## src/rtl/rom_uart_loader.sv

```systemverilog
// Boot loader: length-prefixed UART 8N1 image -> byte-lane ROM writes; core held in reset until success. Optional checksum: LOADER_CHECKSUM_EN.
// Latency: a ROM write issues the cycle after each received byte; DONE follows the last write by one cycle.
// Backpressure: none; the ROM port must accept one write per cycle, and bytes outside a load are dropped.
module rom_uart_loader #(
    parameter int          CLKS_PER_BIT = 434,
    parameter int          ROM_DEPTH    = 16384,
    parameter logic [31:0] BASE_ADDR    = 32'h0000_0000,
    parameter int          TIMEOUT_CLKS = 5000000
) (
    input  logic        clk,
    input  logic        rst_n,
    input  logic        uart_rx_i,
    input  logic        load_req_i,
    output logic        w_en_o,
    output logic [31:0] w_addr_o,
    output logic [31:0] w_data_o,
    output logic [3:0]  w_sel_o,
    output logic        busy_o,
    output logic        done_o,
    output logic        err_o,
    output logic        cpu_rst_n_o
);
    localparam int               CNT_W     = $clog2(CLKS_PER_BIT);
    localparam logic [CNT_W-1:0] BIT_END   = CNT_W'(CLKS_PER_BIT - 1);
    localparam logic [CNT_W-1:0] HALF_END  = CNT_W'(CLKS_PER_BIT / 2 - 1);
    localparam logic [32:0]      MAX_BYTES = 33'(ROM_DEPTH) << 2;
    localparam logic [31:0]      TMO_END   = 32'(TIMEOUT_CLKS - 1);

    typedef enum logic [1:0] {RX_IDLE, RX_START, RX_DATA, RX_STOP} rx_state_t;

    rx_state_t        rx_state;
    logic             rx_meta;
    logic             rx_sync;
    logic [CNT_W-1:0] clk_cnt;
    logic [2:0]       bit_idx;
    logic [7:0]       rx_shift;
    logic             byte_valid;
    logic             framing_err;

    always_ff @(posedge clk) begin
        if (!rst_n) begin
            rx_meta     <= 1'b1;
            rx_sync     <= 1'b1;
            rx_state    <= RX_IDLE;
            clk_cnt     <= '0;
            bit_idx     <= '0;
            rx_shift    <= '0;
            byte_valid  <= 1'b0;
            framing_err <= 1'b0;
        end else begin
            rx_meta     <= uart_rx_i;
            rx_sync     <= rx_meta;
            byte_valid  <= 1'b0;
            framing_err <= 1'b0;
            case (rx_state)
                RX_IDLE: begin
                    clk_cnt <= '0;
                    if (!rx_sync) rx_state <= RX_START;
                end
                RX_START: begin
                    if (clk_cnt == HALF_END) begin
                        clk_cnt  <= '0;
                        bit_idx  <= '0;
                        rx_state <= rx_sync ? RX_IDLE : RX_DATA;
                    end else begin
                        clk_cnt <= clk_cnt + 1'b1;
                    end
                end
                RX_DATA: begin
                    if (clk_cnt == BIT_END) begin
                        clk_cnt  <= '0;
                        rx_shift <= {rx_sync, rx_shift[7:1]};
                        bit_idx  <= bit_idx + 1'b1;
                        if (bit_idx == 3'd7) rx_state <= RX_STOP;
                    end else begin
                        clk_cnt <= clk_cnt + 1'b1;
                    end
                end
                RX_STOP: begin
                    if (clk_cnt == BIT_END) begin
                        clk_cnt     <= '0;
                        rx_state    <= RX_IDLE;
                        byte_valid  <= rx_sync;
                        framing_err <= !rx_sync;
                    end else begin
                        clk_cnt <= clk_cnt + 1'b1;
                    end
                end
                default: rx_state <= RX_IDLE;
            endcase
        end
    end

    typedef enum logic [2:0] {
        S_IDLE,
        S_LEN,
        S_DATA,
`ifdef LOADER_CHECKSUM_EN
        S_CHK,
`endif
        S_DONE,
        S_ERR
    } state_t;

    state_t      state;
    logic [31:0] len;
    logic [1:0]  len_idx;
    logic [31:0] byte_cnt;
    logic [31:0] tmo_cnt;
    logic [31:0] len_next;
    logic        abort;
`ifdef LOADER_CHECKSUM_EN
    logic [7:0]  sum;
`endif

    assign len_next = {rx_shift, len[31:8]};
    // A byte arriving on the expiry cycle takes precedence over the timeout.
    assign abort    = framing_err || (!byte_valid && tmo_cnt == TMO_END);

    always_ff @(posedge clk) begin
        if (!rst_n) begin
            state       <= S_IDLE;
            len         <= '0;
            len_idx     <= '0;
            byte_cnt    <= '0;
            tmo_cnt     <= '0;
            w_en_o      <= 1'b0;
            w_addr_o    <= '0;
            w_data_o    <= '0;
            w_sel_o     <= '0;
            busy_o      <= 1'b0;
            done_o      <= 1'b0;
            err_o       <= 1'b0;
            cpu_rst_n_o <= 1'b0;
`ifdef LOADER_CHECKSUM_EN
            sum         <= '0;
`endif
        end else begin
            w_en_o  <= 1'b0;
            w_sel_o <= '0;
            // Count starts at 1 on a byte so expiry lands TIMEOUT_CLKS after the byte_valid cycle.
            if (busy_o) tmo_cnt <= byte_valid ? 32'd1 : tmo_cnt + 32'd1;
            case (state)
                S_LEN: begin
                    if (abort) begin
                        state <= S_ERR; busy_o <= 1'b0; err_o <= 1'b1;
                    end else if (byte_valid) begin
                        len     <= len_next;
                        len_idx <= len_idx + 2'd1;
                        if (len_idx == 2'd3) begin
                            if (len_next == 32'd0) begin
`ifdef LOADER_CHECKSUM_EN
                                state <= S_CHK;
`else
                                state <= S_DONE; busy_o <= 1'b0; done_o <= 1'b1; cpu_rst_n_o <= 1'b1;
`endif
                            end else if ({1'b0, len_next} > MAX_BYTES) begin
                                state <= S_ERR; busy_o <= 1'b0; err_o <= 1'b1;
                            end else begin
                                state <= S_DATA;
                            end
                        end
                    end
                end
                S_DATA: begin
                    if (byte_cnt == len) begin
`ifdef LOADER_CHECKSUM_EN
                        state <= S_CHK;
`else
                        state <= S_DONE; busy_o <= 1'b0; done_o <= 1'b1; cpu_rst_n_o <= 1'b1;
`endif
                    end else if (abort) begin
                        state <= S_ERR; busy_o <= 1'b0; err_o <= 1'b1;
                    end else if (byte_valid) begin
                        w_en_o   <= 1'b1;
                        w_addr_o <= BASE_ADDR + {byte_cnt[31:2], 2'b00};
                        w_sel_o  <= 4'b0001 << byte_cnt[1:0];
                        w_data_o <= {4{rx_shift}};
                        byte_cnt <= byte_cnt + 32'd1;
`ifdef LOADER_CHECKSUM_EN
                        sum      <= sum + rx_shift;
`endif
                    end
                end
`ifdef LOADER_CHECKSUM_EN
                S_CHK: begin
                    if (abort || (byte_valid && rx_shift != sum)) begin
                        state <= S_ERR; busy_o <= 1'b0; err_o <= 1'b1;
                    end else if (byte_valid) begin
                        state <= S_DONE; busy_o <= 1'b0; done_o <= 1'b1; cpu_rst_n_o <= 1'b1;
                    end
                end
`endif
                default: begin
                    if (load_req_i) begin
                        state       <= S_LEN;
                        len         <= '0;
                        len_idx     <= '0;
                        byte_cnt    <= '0;
                        tmo_cnt     <= '0;
                        busy_o      <= 1'b1;
                        done_o      <= 1'b0;
                        err_o       <= 1'b0;
                        cpu_rst_n_o <= 1'b0;
`ifdef LOADER_CHECKSUM_EN
                        sum         <= '0;
`endif
                    end
                end
            endcase
        end
    end
endmodule

```

## config.mk

```make
export PLATFORM = sky130hd
export DESIGN_NAME = rom_uart_loader
export DESIGN_NICKNAME = d
export VERILOG_FILES = /design/src/rtl/rom_uart_loader.sv
export SDC_FILE = /design/constraint.sdc
export NUM_CORES = 1
export LEC_CHECK = 0
export ABC_AREA = 1
export CORE_MARGIN = 2
export CORE_UTILIZATION = 45
export DETAILED_ROUTE_END_ITERATION = 16
export GPL_TIMING_DRIVEN = 0
export SETUP_SLACK_MARGIN = 0.5
export SLEW_MARGIN = 20
export SYNTH_ARGS = -nofsm -noshare
export SYNTH_HDL_FRONTEND = slang
export SYNTH_SLANG_ARGS = --single-unit
```

## constraint.sdc

```tcl
create_clock -name clk -period 2.7 [get_ports clk]
set_input_delay 0.405 -clock clk [delete_from_list [all_inputs] [get_ports clk]]
set_output_delay 0.405 -clock clk [all_outputs]
set_load 0.05 [all_outputs]
```

### After elaboration in Yosys (flattened, before gate mapping)

Cells that the tools add are included.

* register bits: 197
* input bits: 4
* output and inout port bits: 73
* logic and storage cells: 152

* add/subtract/negate cells: 5
* order comparisons: 1
* eq/ne operators: 31
* shifts and indexed selects: 1
* muxes and demuxes: 63
* bitwise logic cells: 6
* reductions and logical operators: 25

Operators by type and width (number)
* 2-to-1 mux 32 bit: 10
* case mux 32 bit (2 select lines): 2
* adder 32 x 1 -> 32 bit, second input constant: 2
* equality test 32 x 23 -> 1 bit, second input constant: 1
* equality test 32 bit: 1
* greater-than comparator 32 x 17 -> 1 bit, second input constant: 1
* logical NOT 32 bit: 1
* 2-to-1 mux 3 bit: 10
* inequality test 2 bit, second input constant: 14
* case mux 9 bit (3 select lines): 1
* 2-to-1 mux 1 bit: 22
* 2-to-1 mux 2 bit: 9
* 2-to-1 mux 9 bit: 2
* inequality test 3 bit, second input constant: 5
* AND reduction 5 bit: 3
* case mux 3 bit (2 select lines): 2
* AND reduction 4 bit: 3
* adder 9 x 1 -> 9 bit, second input constant: 1
* equality test 9 x 8 -> 1 bit, second input constant: 1
* equality test 9 bit, second input constant: 1
* case mux 2 bit (4 select lines): 1
* AND reduction 7 bit: 1
* equality test 2 bit, second input constant: 3
* inverter 1 bit: 6
* 22 further kinds: 29

### Logic depth before layout (Yosys ltp)

* depth after elaboration: 7
* gate-level depth with buffers: 16
* gate-level depth less buffers: 13

### Worst setup path before layout

OpenSTA, ideal clock, no wires.

* kind: register -> register
* start: register busy_o
* end: register tmo_cnt[28]
* library setup time: 119 ps
* arrival: 1818 ps
* required time: 2581 ps
* setup slack: 763 ps
* stages on the path, launching flop included: 10
* buffers on the path: 0
* clock period less this slack: 1937 ps
* path through: dfxtp_1 -> nand3_1 -> nor3_2 -> nand2_1 -> nor2_2 -> nand2_1 -> nor2_1 -> nand2_1 -> o21ai_0 -> a21oi_1

* longest elaborated chain between the ends: 3

Ends and longest elaborated chain
* from (decl): RTL line 18 `output logic busy_o,`
* from (signal assigned): RTL line 131 `busy_o <= 1'b0;`
* from (signal assigned): RTL line 146 `state <= S_ERR; busy_o <= 1'b0; err_o <= 1'b1;`
* from (signal assigned): RTL line 155 `state <= S_DONE; busy_o <= 1'b0; done_o <= 1'b1; cpu_rst_n_o <= 1'b1;`
* 2-to-1 mux 32 bit (*): RTL line 142 `if (busy_o) tmo_cnt <= byte_valid ? 32'd1 : tmo_cnt + 32'd1;`
* 2-to-1 mux 32 bit: RTL line 195 `if (load_req_i) begin`
* 2-to-1 mux 32 bit (*): RTL line 143 `case (state)`
* to (signal assigned): RTL line 142
* to (decl): RTL line 109 `logic [31:0] tmo_cnt;`

Every way passes the cells marked *; elsewhere a longest branch is shown, timed or not.
A chain may end at the register's enable or synchronous reset.

==> results.toml <==
[outcome]
status = "complete, no violations"

[route]
wl_met2_um = 11300
first_pass_iters = 6
wirelength_um = 26300
drtIter0Drc = 625
wl_met3_um = 1490
num_vias = 9008
drc = 0
wl_per_cell_um = 14.5
vias_per_cell = 4.96
routed.top_layer = "met4"
wl_met1_um = 13300
ant_nets = 0

[run]
drv_cap = 0

[yosys]
synth_cell_types = 42
postSynthCellCount = 1440
netlist_area_mm2 = 0.00937
syn_avg_cell_area_um2 = 6.51
ys_warn_count = 0
yosysSeqAreaShare_pct = 37.0
synth_seq_cells = 173

[place]
post-dp-hpwl_um = 20200
dpl_cell_area_mm2 = 0.0104
dp.cells = 1784
place.gp.congestion = 0.976
portBuffers = 73

[timing]
setup_viol = 0
finalSetupTns_ns = 0
maxSlewViolCount = 0
finalCritPeriodShare_pct = 78.1
finClkSkew_ns = 0.00975
hold_viol_final = 0
fmax_mhz = 474
rsz0062_at_grt = "true"
max_slew.worst_pin.slew_ns = 0.752
fin_crit_ns = 2.11
slew_headroom_pct = 49.8

[worst_setup_path]
crit_chain = "buf_4 -> clkdlybuf4s50_1"
critical_path_peak_fanout = 3
cpLargestDelayFamily = "buffers and inverters"
crit_path_top_delay_cell = "clkdlybuf4s50_1"
start_kind = "flop"
r2r_setup_slack_ns = 0.64
crit_required_ns = 2.30
critPathCaptureType = "output port"
crit_path_max_incr_delay_ns = 0.79
arrival_ns = 1.70
worst-path-buf-inv = 2
worstSetupPathType = "reg -> out"

[layout]
drive_gt1_share_pct = 13.2
area_delta_synth_final_pct = 19.7
final_nets = 1545
final_cells = 1816
n_antenna_cell = 0
final_common_cell = "nand2_1"
layout_common_cells = "nand2_1 (413), nor2_1 (241), dfxtp_1 (166)"
final_area_mm2 = 0.0112

[clocking]
cts.sinks = 173
cts_tree = "yes"
root_buffer = "clkbuf_16"
clkLatencyLatePin_ns = 0.44
numCtsBuffers = 17
htree_levels = 4
cts_max_path_buffers = 2
post_cts.repair.setup_buffers = 0
postCtsHoldBufs = 0
path_clk_slew_ns = 0.07

[global_routing]
grt_pass1_wl_um = 42700
antenna_found_initial = 0
grtUsageTotal_pct = 24.5
grt_overflow = 0
grt_pass1_vias = 8185
grt_max_degree = 17

[floorplanning]
die_x_um = 148
io_pins = 77
rows = 52
start_util_pct = 46.0
die_h_um = 148
coreArea_mm2 = 0.0204
die-area_mm2 = 0.0220

[power]
leakagePower_nw = 4.68
irDropWorstVdd_mv = 0.452
p_total_mw = 8.26
power_density_mw_per_mm2 = 737

[min_path]
hp-class = "reg -> reg"
sequential cells by signal, summed over array words and instances (netlist names), 2 cells and up, named ones only:
signal and flops:
bit_idx 3, byte_cnt 32, clk_cnt 9, len 32, len_idx 2, rx_shift 8
state 3, tmo_cnt 32, w_addr_o 30, w_data_o 8, w_sel_o 4
through the flow:
step                      util (%)  hold slack [ns]  worst slack [ns]
final                         55.1            0.418             0.592
after global routing          55.1            0.452             0.467
after CTS                     54.4            0.425             0.484
after detailed placement      51.3            0.406             0.159
after global placement        51.3            0.398             0.222
after floorplan                  -            0.393             0.763
where the power goes:
group          switching, mW  internal (mW)  total [mW]
Combinational           1.62          0.818        2.44
Clock                   1.14           1.57        2.71
Sequential             0.316           2.79        3.11
Total                   3.08           5.19        8.26
final cells by class:
cell class              instances  area (um^2)
fillers                      2083         9150
well taps                     270          338
clock buffers                  18          429
inverters                     108          408
plain buffers                 101          614
repair buffers                 73          786
flip-flops and latches        173         3470
multi-input cells            1059         4960
clock inverters                14          206
cells by family after synthesis:
group	share of synthesized area, %
flops	37.0
fa+ha+maj	1.07
simple gates	39.6
buf+inv	10.6
compound gates	8.15
other cells	0.0400
xor+xnor	3.55
layer usage:
| metal | global-route usage (%) | vias to the layer above |
|---|---|---|
| met1 | 35.5 | 4051 |
| li1 | - | 4713 |
| met3 | 5.00 | 21 |
| met2 | 38.0 | 223 |
| met4 | 5.10 | 0 |
| met5 | 0 | - |
path summary, 6_finish.rpt:
check,start,endpoint,depth (start not counted)
max,cpu_rst_n_o$_SDFFE_PN0P_,done_o,2
min,rx_meta$_SDFF_PN1_,rx_sync$_SDFF_PN1_,1
min reg2reg,rx_meta$_SDFF_PN1_,rx_sync$_SDFF_PN1_,1
max reg2reg,byte_cnt[1]$_SDFFE_PN0P_,byte_cnt[30]$_SDFFE_PN0P_,11
synth_stat cells:
library cell  instances  area, um^2
a211oi_1              4        30.0
a21oi_1              90         450
a21oi_2              11        96.3
a221oi_1              1        8.76
a31oi_1               3        18.8
and3_1                1        6.26
buf_1                 4        15.0
buf_2                37         185
buf_4                28         210
buf_6                 6        67.6
buf_8                 1        15.0
clkbuf_1             24        90.1
clkbuf_2              1        5.00
conb_1                1        3.75
dfxtp_1             173        3460
ha_1                  8         100
inv_1               101         379
inv_2                 6        22.5
inv_4                 1        6.26
nand2_1             415        1560
nand2_2              14        87.6
nand2_4               1        11.3
nand3_1              80         400
nand3_2               2        20.0
nand3b_1              1        7.51
nand4_1              37         231
nor2_1              249         935
nor2_2               36         225
nor3_1               23         115
nor3_2                2        20.0
nor3b_1               4        30.0
nor4_1                1        6.26
nor4_2                2        25.0
o2111ai_1             1        8.76
o211a_1               1        10.0
o21a_1                2        15.0
o21ai_0              24         120
o21ai_1               1        5.00
or2_2                 4        25.0
or3_1                 1        6.26
xnor2_1              33         289
xor2_1                5        43.8
what timing repair did:
item | in CTS | in global routing
resized for setup | 4 | 53
setup endpoints to repair | 6 | 127
pin swaps | 0 | 1
(Power assumes the default switching activity.)
